File: config.mk
export PLATFORM = sky130hd
export DESIGN_NAME = block_fetch
export DESIGN_NICKNAME = d
export VERILOG_FILES = /design/src/rtl/watermark_pkg.sv /design/src/rtl/block_addr_gen.sv /design/src/rtl/block_fetch.sv
export SDC_FILE = /design/constraint.sdc
export NUM_CORES = 2
export LEC_CHECK = 0
export ABC_CLOCK_PERIOD_IN_PS = 37300
export BUFFER_PORTS_ARGS = -buffer_cell sky130_fd_sc_hd__buf_2
export CAP_MARGIN = 10
export CORE_UTILIZATION = 60
export CTS_CLUSTER_DIAMETER = 100
export CTS_CLUSTER_SIZE = 16
export DETAILED_ROUTE_END_ITERATION = 10
export PLACE_DENSITY = 0.79
export SYNTH_ARGS = -nofsm -noshare
export SYNTH_HDL_FRONTEND = slang
export SYNTH_SLANG_ARGS = --single-unit
File: constraint.sdc
create_clock -name clk -period 37.3 [get_ports clk]
set_input_delay 7.46 -clock clk [delete_from_list [all_inputs] [get_ports clk]]
set_output_delay 7.46 -clock clk [all_outputs]
set_load 0.005 [all_outputs]
File: src/rtl/watermark_pkg.sv
// rtl/watermark_pkg.sv - register map, limits and fetch FSM states shared by the watermark blocks
package watermark_pkg;

    localparam int unsigned REG_CTRL  = 'h00;
    localparam int unsigned REG_WHITE = 'h01;
    localparam int unsigned REG_NP    = 'h02;
    localparam int unsigned REG_NW    = 'h03;
    localparam int unsigned REG_BLK   = 'h04;
    localparam int unsigned REG_EDGE  = 'h05;
    localparam int unsigned REG_AMIN  = 'h06;
    localparam int unsigned REG_AMAX  = 'h07;
    localparam int unsigned REG_BMIN  = 'h08;
    localparam int unsigned REG_BMAX  = 'h09;
    localparam int unsigned PIX_BASE  = 'h0A;

    localparam int unsigned MAX_NP = 720;

    typedef enum logic [2:0] {
        IDLE,
        LOAD,
        CHECK,
        FETCH_P,
        FETCH_W,
        PRESENT,
        DONE,
        ERR
    } fetch_state_e;

endpackage

File: src/rtl/block_addr_gen.sv
// rtl/block_addr_gen.sv - MxM block-order pixel walker producing image index and block flags
module block_addr_gen #(
    parameter int unsigned WordW = 16,
    parameter int unsigned IdxW  = 21
) (
    input  logic             clk_i,
    input  logic             rst_ni,
    input  logic             clear_i,
    input  logic             advance_i,
    input  logic [WordW-1:0] np_i,
    input  logic [WordW-1:0] m_i,
    output logic [IdxW-1:0]  idx_o,
    output logic             blk_first_o,
    output logic             blk_last_o,
    output logic             last_o
);

    // bx/by are the pixel origins of the current block (bc*M, br*M)
    logic [WordW-1:0] r_q, c_q, bx_q, by_q;
    logic [IdxW-1:0]  blk_base_q, row_base_q, idx_q;
    logic [WordW-1:0] m_last;
    logic             row_end, blk_end, bcol_end, brow_end;
    logic [IdxW-1:0]  next_row, next_blk, next_idx;

    assign m_last   = m_i - 1'b1;
    assign row_end  = (c_q == m_last);
    assign blk_end  = row_end && (r_q == m_last);
    assign bcol_end = ((bx_q + m_i) == np_i);
    assign brow_end = ((by_q + m_i) == np_i);
    assign next_row = row_base_q + IdxW'(np_i);
    assign next_blk = blk_base_q + IdxW'(m_i);
    assign next_idx = idx_q + 1'b1;

    always_ff @(posedge clk_i or negedge rst_ni) begin
        if (!rst_ni) begin
            r_q        <= '0;
            c_q        <= '0;
            bx_q       <= '0;
            by_q       <= '0;
            blk_base_q <= '0;
            row_base_q <= '0;
            idx_q      <= '0;
        end else if (clear_i) begin
            r_q        <= '0;
            c_q        <= '0;
            bx_q       <= '0;
            by_q       <= '0;
            blk_base_q <= '0;
            row_base_q <= '0;
            idx_q      <= '0;
        end else if (advance_i) begin
            if (!row_end) begin
                c_q   <= c_q + 1'b1;
                idx_q <= next_idx;
            end else if (!blk_end) begin
                c_q        <= '0;
                r_q        <= r_q + 1'b1;
                row_base_q <= next_row;
                idx_q      <= next_row;
            end else if (!bcol_end) begin
                c_q        <= '0;
                r_q        <= '0;
                bx_q       <= bx_q + m_i;
                blk_base_q <= next_blk;
                row_base_q <= next_blk;
                idx_q      <= next_blk;
            end else begin
                // last pixel of a block row is (by+M-1)*Np+Np-1, so +1 is the next block row base
                c_q        <= '0;
                r_q        <= '0;
                bx_q       <= '0;
                by_q       <= by_q + m_i;
                blk_base_q <= next_idx;
                row_base_q <= next_idx;
                idx_q      <= next_idx;
            end
        end
    end

    assign idx_o       = idx_q;
    assign blk_first_o = (r_q == '0) && (c_q == '0);
    assign blk_last_o  = blk_end;
    assign last_o      = blk_end && bcol_end && brow_end;

endmodule

File: src/rtl/block_fetch.sv
// rtl/block_fetch.sv - loads and validates watermark config, then streams primary/watermark pixel pairs in block order
module block_fetch
    import watermark_pkg::*;
#(
    parameter int unsigned Amba_Word       = 16,
    parameter int unsigned Amba_Addr_Depth = 20,
    parameter int unsigned Max_Np          = MAX_NP
) (
    input  logic                     clk,
    input  logic                     rst,
    input  logic                     start,
    output logic [Amba_Addr_Depth:0] rd_addr,
    input  logic [Amba_Word-1:0]     rd_data,
    output logic [Amba_Word-1:0]     white_pixel,
    output logic [Amba_Word-1:0]     edge_thr,
    output logic [Amba_Word-1:0]     a_min,
    output logic [Amba_Word-1:0]     a_max,
    output logic [Amba_Word-1:0]     b_min,
    output logic [Amba_Word-1:0]     b_max,
    output logic [Amba_Word-1:0]     np_size,
    output logic [Amba_Word-1:0]     block_size,
    output logic                     px_valid,
    input  logic                     px_ready,
    output logic [Amba_Word-1:0]     px_primary,
    output logic [Amba_Word-1:0]     px_wmark,
    output logic                     px_blk_first,
    output logic                     px_blk_last,
    output logic                     px_last,
    output logic                     busy,
    output logic                     done,
    output logic                     cfg_err
);

    localparam int unsigned W  = Amba_Word;
    localparam int unsigned AW = Amba_Addr_Depth + 1;

    fetch_state_e state_q, state_d;
    logic         start_prev_q;
    logic [3:0]   load_cnt_q;
    logic [W-1:0] white_q, np_q, nw_q, blk_q, edge_q, amin_q, amax_q, bmin_q, bmax_q;
    logic [AW-1:0] nn_q;
    logic [W-1:0] primary_q, wmark_q;
    logic         wm_live_q;
    logic [W-1:0] np_rem;
    logic         cfg_bad, handshake, advance, clear;
    logic [AW-1:0] idx;
    logic         gen_first, gen_blk_last, gen_last;

    assign np_rem  = (blk_q == '0) ? '0 : (np_q % blk_q);
    assign cfg_bad = (np_q == '0) || (np_q > W'(Max_Np)) || (blk_q == '0) ||
                     (blk_q > np_q) || (np_rem != '0) || (nw_q != np_q);

    always_ff @(posedge clk or negedge rst) begin
        if (!rst) state_q <= IDLE;
        else      state_q <= state_d;
    end

    always_comb begin
        busy     = 1'b0;
        done     = 1'b0;
        cfg_err  = 1'b0;
        px_valid = 1'b0;
        state_d  = state_q;
        case (state_q)
            IDLE:    if (start && !start_prev_q) state_d = LOAD;
            LOAD:    begin
                busy = 1'b1;
                if (load_cnt_q == 4'(REG_BMAX)) state_d = CHECK;
            end
            CHECK:   begin
                busy    = 1'b1;
                state_d = cfg_bad ? ERR : FETCH_P;
            end
            FETCH_P: begin
                busy    = 1'b1;
                state_d = FETCH_W;
            end
            FETCH_W: begin
                busy    = 1'b1;
                state_d = PRESENT;
            end
            PRESENT: begin
                busy     = 1'b1;
                px_valid = start;
                if (px_ready) state_d = gen_last ? DONE : FETCH_P;
            end
            DONE:    begin
                done = 1'b1;
                if (!start) state_d = IDLE;
            end
            ERR:     begin
                cfg_err = 1'b1;
                if (!start) state_d = IDLE;
            end
            default: state_d = IDLE;
        endcase
        // dropping start aborts any active phase without completing a handshake
        if (busy && !start) state_d = IDLE;
    end

    always_comb begin
        rd_addr = AW'(REG_CTRL);
        case (state_q)
            LOAD:    if (load_cnt_q < 4'(REG_BMAX)) rd_addr = AW'(load_cnt_q) + AW'(1);
            FETCH_P: rd_addr = AW'(PIX_BASE) + idx;
            FETCH_W,
            PRESENT: rd_addr = AW'(PIX_BASE) + nn_q + idx;
            default: ;
        endcase
    end

    always_ff @(posedge clk or negedge rst) begin
        if (!rst) begin
            start_prev_q <= 1'b0;
            load_cnt_q   <= '0;
            white_q      <= W'(255);
            np_q         <= '0;
            nw_q         <= '0;
            blk_q        <= '0;
            edge_q       <= '0;
            amin_q       <= '0;
            amax_q       <= '0;
            bmin_q       <= '0;
            bmax_q       <= '0;
            nn_q         <= '0;
            primary_q    <= '0;
            wmark_q      <= '0;
            wm_live_q    <= 1'b0;
        end else begin
            start_prev_q <= start;
            load_cnt_q   <= (state_q == LOAD) ? load_cnt_q + 4'd1 : 4'd0;
            // rd_data in LOAD cycle k answers the address issued in cycle k-1, i.e. register k
            if (state_q == LOAD) begin
                case (load_cnt_q)
                    4'(REG_WHITE): white_q <= rd_data;
                    4'(REG_NP):    np_q    <= rd_data;
                    4'(REG_NW):    nw_q    <= rd_data;
                    4'(REG_BLK):   blk_q   <= rd_data;
                    4'(REG_EDGE):  edge_q  <= rd_data;
                    4'(REG_AMIN):  amin_q  <= rd_data;
                    4'(REG_AMAX):  amax_q  <= rd_data;
                    4'(REG_BMIN):  bmin_q  <= rd_data;
                    4'(REG_BMAX):  bmax_q  <= rd_data;
                    default: ;
                endcase
            end
            if (state_q == CHECK) nn_q <= AW'(np_q) * AW'(np_q);
            if (state_q == FETCH_W) primary_q <= rd_data;
            wm_live_q <= (state_q == FETCH_W) && start;
            if (wm_live_q) wmark_q <= rd_data;
        end
    end

    assign handshake = px_valid && px_ready;
    assign advance   = handshake && !gen_last;
    assign clear     = (state_q == IDLE) || (state_q == LOAD);

    block_addr_gen #(
        .WordW (W),
        .IdxW  (AW)
    ) u_addr_gen (
        .clk_i       (clk),
        .rst_ni      (rst),
        .clear_i     (clear),
        .advance_i   (advance),
        .np_i        (np_q),
        .m_i         (blk_q),
        .idx_o       (idx),
        .blk_first_o (gen_first),
        .blk_last_o  (gen_blk_last),
        .last_o      (gen_last)
    );

    assign white_pixel  = white_q;
    assign np_size      = np_q;
    assign block_size   = blk_q;
    assign edge_thr     = edge_q;
    assign a_min        = amin_q;
    assign a_max        = amax_q;
    assign b_min        = bmin_q;
    assign b_max        = bmax_q;
    assign px_primary   = primary_q;
    // the watermark word is live on rd_data during the first PRESENT cycle, then held locally
    assign px_wmark     = wm_live_q ? rd_data : wmark_q;
    assign px_blk_first = px_valid && gen_first;
    assign px_blk_last  = px_valid && gen_blk_last;
    assign px_last      = px_valid && gen_last;

endmodule

-- Yosys cells after proc, flatten, opt, wreduce, memory -nomap -nowiden
Cells that the tools add are included.
- bits in registers: 333
- input port bits: 20
- word-level logic and storage cells: 159
- $add $sub $neg: 13
- $mul: 1
- divide/modulo/power cells: 1
- magnitude comparators: 3
- eq/ne operators: 25
- multiplexer cells: 46
- reduce and logical (&&, ||, !) cells: 47
- operators with widths (kind ; count):
    16-bit two-way mux ; 19
    21-bit two-way mux ; 12
    16-bit equality test ; 4
    16-bit logical NOT ; 4
    21-bit one-hot mux with 3 select lines ; 1
    21-bit by 16-bit adder with 21-bit output ; 2
    4-bit by 21-bit adder with 21-bit output (first input constant) ; 2
    16-bit by 1-bit adder with 16-bit output (second input constant) ; 2
    16-bit adder ; 2
    21-bit by 1-bit adder with 21-bit output (second input constant) ; 1
    21-bit adder ; 1
    16-bit by 16-bit multiplier with 21-bit output ; 1
    3-bit two-way mux ; 7
    3-bit one-hot mux with 7 select lines ; 1
    2-bit AND reduction ; 10
    4-bit by 3-bit equality test with 1-bit output (second input constant) ; 4
    16-bit by 10-bit greater-than comparator with 1-bit output (second input constant) ; 1
    16-bit greater-than comparator ; 1
    16-bit by 16-bit remainder unit with 16-bit output ; 1
    16-bit inequality test ; 1
    16-bit nonzero test ; 1
    16-bit by 1-bit subtractor with 16-bit output (second input constant) ; 1
    3-bit equality test (second input constant) ; 4
    1-bit logical AND ; 12
    21 further kinds ; 41

-- Logic depth before layout (Yosys ltp)
- word-level depth: 9
- mapped depth: 131
- mapped depth without buffers: 122

-- Hierarchy
Synthesis repeated with hierarchy kept, for this count alone.
- cells, all modules: 3869
- area, all modules: 33867.5 µm²
- modules (own cells, without submodules) (module ; times used ; cells each ; area each (µm²)):
    block_fetch ; 1 ; 2473 ; 22351.4
    block_addr_gen ; 1 ; 1396 ; 11516.0

-- Worst setup path after synthesis
Ideal clock, no wire load.
- path type: reg-to-reg
- start: register blk_q[12], in the netlist block_size[12]
- end: register state_q[2]
- library setup time: 0.134 ns
- arrival time: 26.350 ns
- setup slack: 10.816 ns
- stages on the path, launching flop included: 126
- period minus slack after synthesis: 26.484 ns
- path through: dfrtp_1 > buf_6 > or4_4 > nor3_4 > a41o_1 > o21a_1 > ha_1 > o21ai_0 > nor4b_1 > a21o_1 > ha_1 > a21oi_1 > a211oi_4 > and3_2 > a31oi_1 > inv_1 > ha_1 > o21ai_0 > (+90 left out) > o211ai_1 > o21a_1 > a21oi_1 > clkbuf_1 > mux2_2 > ha_1 > a21oi_1 > nor2b_1 > o41ai_1 > o31ai_1 > o21a_1 > o21ai_0 > nand2b_1 > a211o_1 > a21oi_1 > or4b_2 > a2111oi_0 > a21oi_1
- longest elaborated chain between the ends: 9
- elaborated cells on any way between the ends: 24
- classes of those cells: add/sub: 3; div: 1; order compare: 1; eq/ne: 4; mux: 6; reduce/logical: 9
- ends and longest elaborated chain (what ; line ; text):
    start, declared ; block_fetch.sv:40 ; logic [W-1:0] white_q, np_q, nw_q, blk_q, edge_q, amin_q, amax_q, bmin_q, bmax_q;
    start signal, assigned ; block_fetch.sv:138 ; 4'(REG_BLK): blk_q <= rd_data;
    branches (longest 7 deep; another with 16-bit by 16-bit remainder unit with 16-bit output) ; n/a ;
    3-bit one-hot mux with 7 select lines (*) ; block_fetch.sv:64 ; case (state_q)
    3-bit two-way mux (*) ; block_fetch.sv:98 ; if (busy && !start) state_d = IDLE;
    end signal, assigned ; block_fetch.sv:55 ; else state_q <= state_d;
    end, declared ; block_fetch.sv:37 ; fetch_state_e state_q, state_d;
Mark *: on every way between the ends. The select of a mux whose other input is x is not followed.
A chain may end at the register's enable or synchronous reset.

-- Worst setup path after layout
- start: register blk_q[10], in the netlist block_size[10]
- end: register state_q[2]
Same word-level chain as after synthesis.

==> reports/results.txt <==
Via density = 6.32
Antenna violations before repair = 6
Seq cells post-synth = 332
CP Capture Type = flip-flop
Most used routing layer = met2
Final Instance Area = 0.0358 sq mm
Synthesized area per cell = 8.71 sq um
Synth Instances = 3854
DR vias = 29700
Hold Vio Cnt, Final = 0
Final worst path period share = 83.6%
DP Area = 0.0352 sq mm
Dominant cell type by area after synthesis = dfrtp_1
Initial DRC count = 2711
Largest net degree at the start of global routing = 164
Status = finished, final reports clean
Max Buffers Root-to-Sink = 3
Area delta synth->final = 6.75%
GPL Wtd Cong = 0.992
Wirelength per Cell = 21.6 microns
Port Buf Inserts = 207
Register area = 0.00832 sq mm
DRT Pass-1 Iters = 6
Crit path DAT = 31620 ps
First-pass GRT wire length = 161000 microns
Share of synthesized flip-flops with an asynchronous set or reset = 100%
Setup slack after layout = 6120 ps
Total core area = 0.0552 sq mm
Slew headroom = 29.5%
Die width = 239 microns
Setup tns final = 0 ps
Nets@finish = 4417
Crit path max fanout = 16
Total CTS buffers = 25
I/O pin cnt = 208
Synth Area in Simple Gates = 17.4%
Resize count post-CTS = 0
CP max-delay cell = nor4_2
Sequential fraction of the synthesis area = 24.8%
Tmin final = 31180 ps
Synth Area in Compound Gates = 17.8%
Critical Path RT = 37740 ps
Mapped cell area = 0.0336 sq mm
GR met1 Demand/Resource = 49.3%
Vias in the first global route = 28800
Top cells by count, synth = nand2_1, dfrtp_1, ha_1
Most frequent cell after synthesis = nand2_1
Number of filler cells placed in the layout = 4632
Maximum clock rate = 32.1 MHz
Largest family of logic cells by synthesized area = adder cells
Placement Setup Slack = 6780 ps
CTS tree = yes
Die height = 239 microns
Synth Flop Type = dfrtp_1
Worst reg2reg setup slack = 6120 ps
Count of different cell masters after synthesis = 110
Max Slew Vio Count = 0
HPWL Detailed = 76100 microns
Multi-input combinational cell area = 0.0235 sq mm
Crit-path max cell delay = 820 ps
GR Util met3 = 5.67%
MaxCap Viol Count = 0
Unrepaired setup endpoints after global routing = no
Warnings from Yosys = 0
Clock root cell = clkbuf_16
Critical path launch point type = flip-flop
XOR/XNOR Fraction of Synth Area = 8.03%
Synth Net Count = 4327
Clock-pin transition on the worst setup and hold timing paths = 80 ps
Clock skew = 48.4 ps
Post-Synth Adder-Cell Area = 19.8%
Die area = 0.0569 sq mm
# clock sinks = 332
H-tree depth = 1
GR Util met2 = 56.9%
Final setup viols = 0
Layout cell share with drive strength beyond 1 = 14.2%
Post-CTS setup buffers = 0
Antenna-violating nets left = 0
Initial Utilization = 60.8%
Critical path type = reg2reg
DRC viols = 0
Post-synthesis mux area share = 6.88%
Clk Latency, worst-skew pair = 590 ps
Synth top area share = 24.1%
Cts-stage hold buffer count = 0
Row Count = 86
Worst Tran Pin Value = 1060 ps
Number of synthesized flops with an enable pin = 0
Drt total wl = 102000 microns
GRT overflow = 0
Total track usage = 35.9%
Worst hold path class = reg2reg
Most area-consuming cells after synthesis = dfrtp_1, ha_1, fa_1
per-stage QoR:
step                hold slack [ps]  cells  util [%]
floorplan                       447   3854         -
global placement                461   4665      63.7
detailed placement              468   4665      63.7
CTS                             487   4702      64.9
global route                    503   4702      64.9
finish                          485   4703      64.9
logic make-up (layout without fill, tap and decap cells):
group           count (synthesis)  after routing
flops                         332            332
mux                           207            207
fa+ha+maj                     454            454
buf+inv                       461            561
compound gates                910            910
xor+xnor                      292            292
simple gates                 1198           1198
other cells                     0              1
worst max-delay path, delay by kind of cell (launching register included):
kind / cells / cell delay, ps
compound gates: 60 / 15950
simple gates: 36 / 8480
fa+ha+maj: 15 / 4690
buf+inv: 6 / 790
flops: 1 / 710
mux: 1 / 340
cell usage in the layout, fill, tap and decap left out, types with 20 or more instances in the layout:
master,count
nand2_1,398
ha_1,324
dfrtp_1,324
nor2_1,272
inv_1,269
o21ai_0,230
buf_2,206
a21oi_1,195
mux2_2,190
xnor2_1,151
xor2_1,131
fa_1,129
nor3_1,100
nand3_1,79
a21o_1,73
o21a_1,52
buf_4,44
o31ai_1,40
o211ai_1,39
and3_1,38
or3_1,38
nor4_1,37
nand4_1,35
nor2b_1,34
a31oi_1,34
nand2b_1,32
a211oi_1,31
or2_2,29
and2_1,29
clkbuf_16,25
o22ai_1,20
flip-flops by register name (all words and copies together) (netlist names), 20 cells and up:
name                   cells
u_addr_gen.idx_o          21
u_addr_gen.blk_base_q     21
u_addr_gen.row_base_q     21
nn_q                      20
area by class of cell:
| type | instances | share of cell area, % |
|---|---|---|
| antenna | 1 | 0.00698 |
| clock buffer | 34 | 1.84 |
| clock inverter | 3 | 0.0628 |
| inverter | 272 | 2.85 |
| multi-input combinational | 3061 | 65.5 |
| sequential | 332 | 23.2 |
| tap | 748 | 2.61 |
| timing repair buffer | 252 | 3.90 |
metal layers:
layer	up-vias	share of wire, %
met2	1370	45
met4	0	4.1
li1	13800	-
met3	250	9.2
met1	14200	42
met5	-	0
worst paths after layout:
check                                                      startpoint                                     to  cells past startpoint
worst max-delay path                       block_size[10]$_DFFE_PN0P_                 state_q[2]$_DFFE_PN0P_                    118
worst min-delay path            u_addr_gen.row_base_q[12]$_DFFE_PN0P_  u_addr_gen.row_base_q[12]$_DFFE_PN0P_                      2
worst max register to register             block_size[10]$_DFFE_PN0P_                 state_q[2]$_DFFE_PN0P_                    118
worst min register to register  u_addr_gen.row_base_q[12]$_DFFE_PN0P_  u_addr_gen.row_base_q[12]$_DFFE_PN0P_                      2
max in group asynchronous                                         rst                  b_max[13]$_DFFE_PN0P_                      2
min in group asynchronous                                         rst          u_addr_gen.c_q[1]$_DFFE_PN0P_                      1
Power is not shown: default switching activity piles up to over one toggle a cycle in this logic, so the estimate is an artifact.
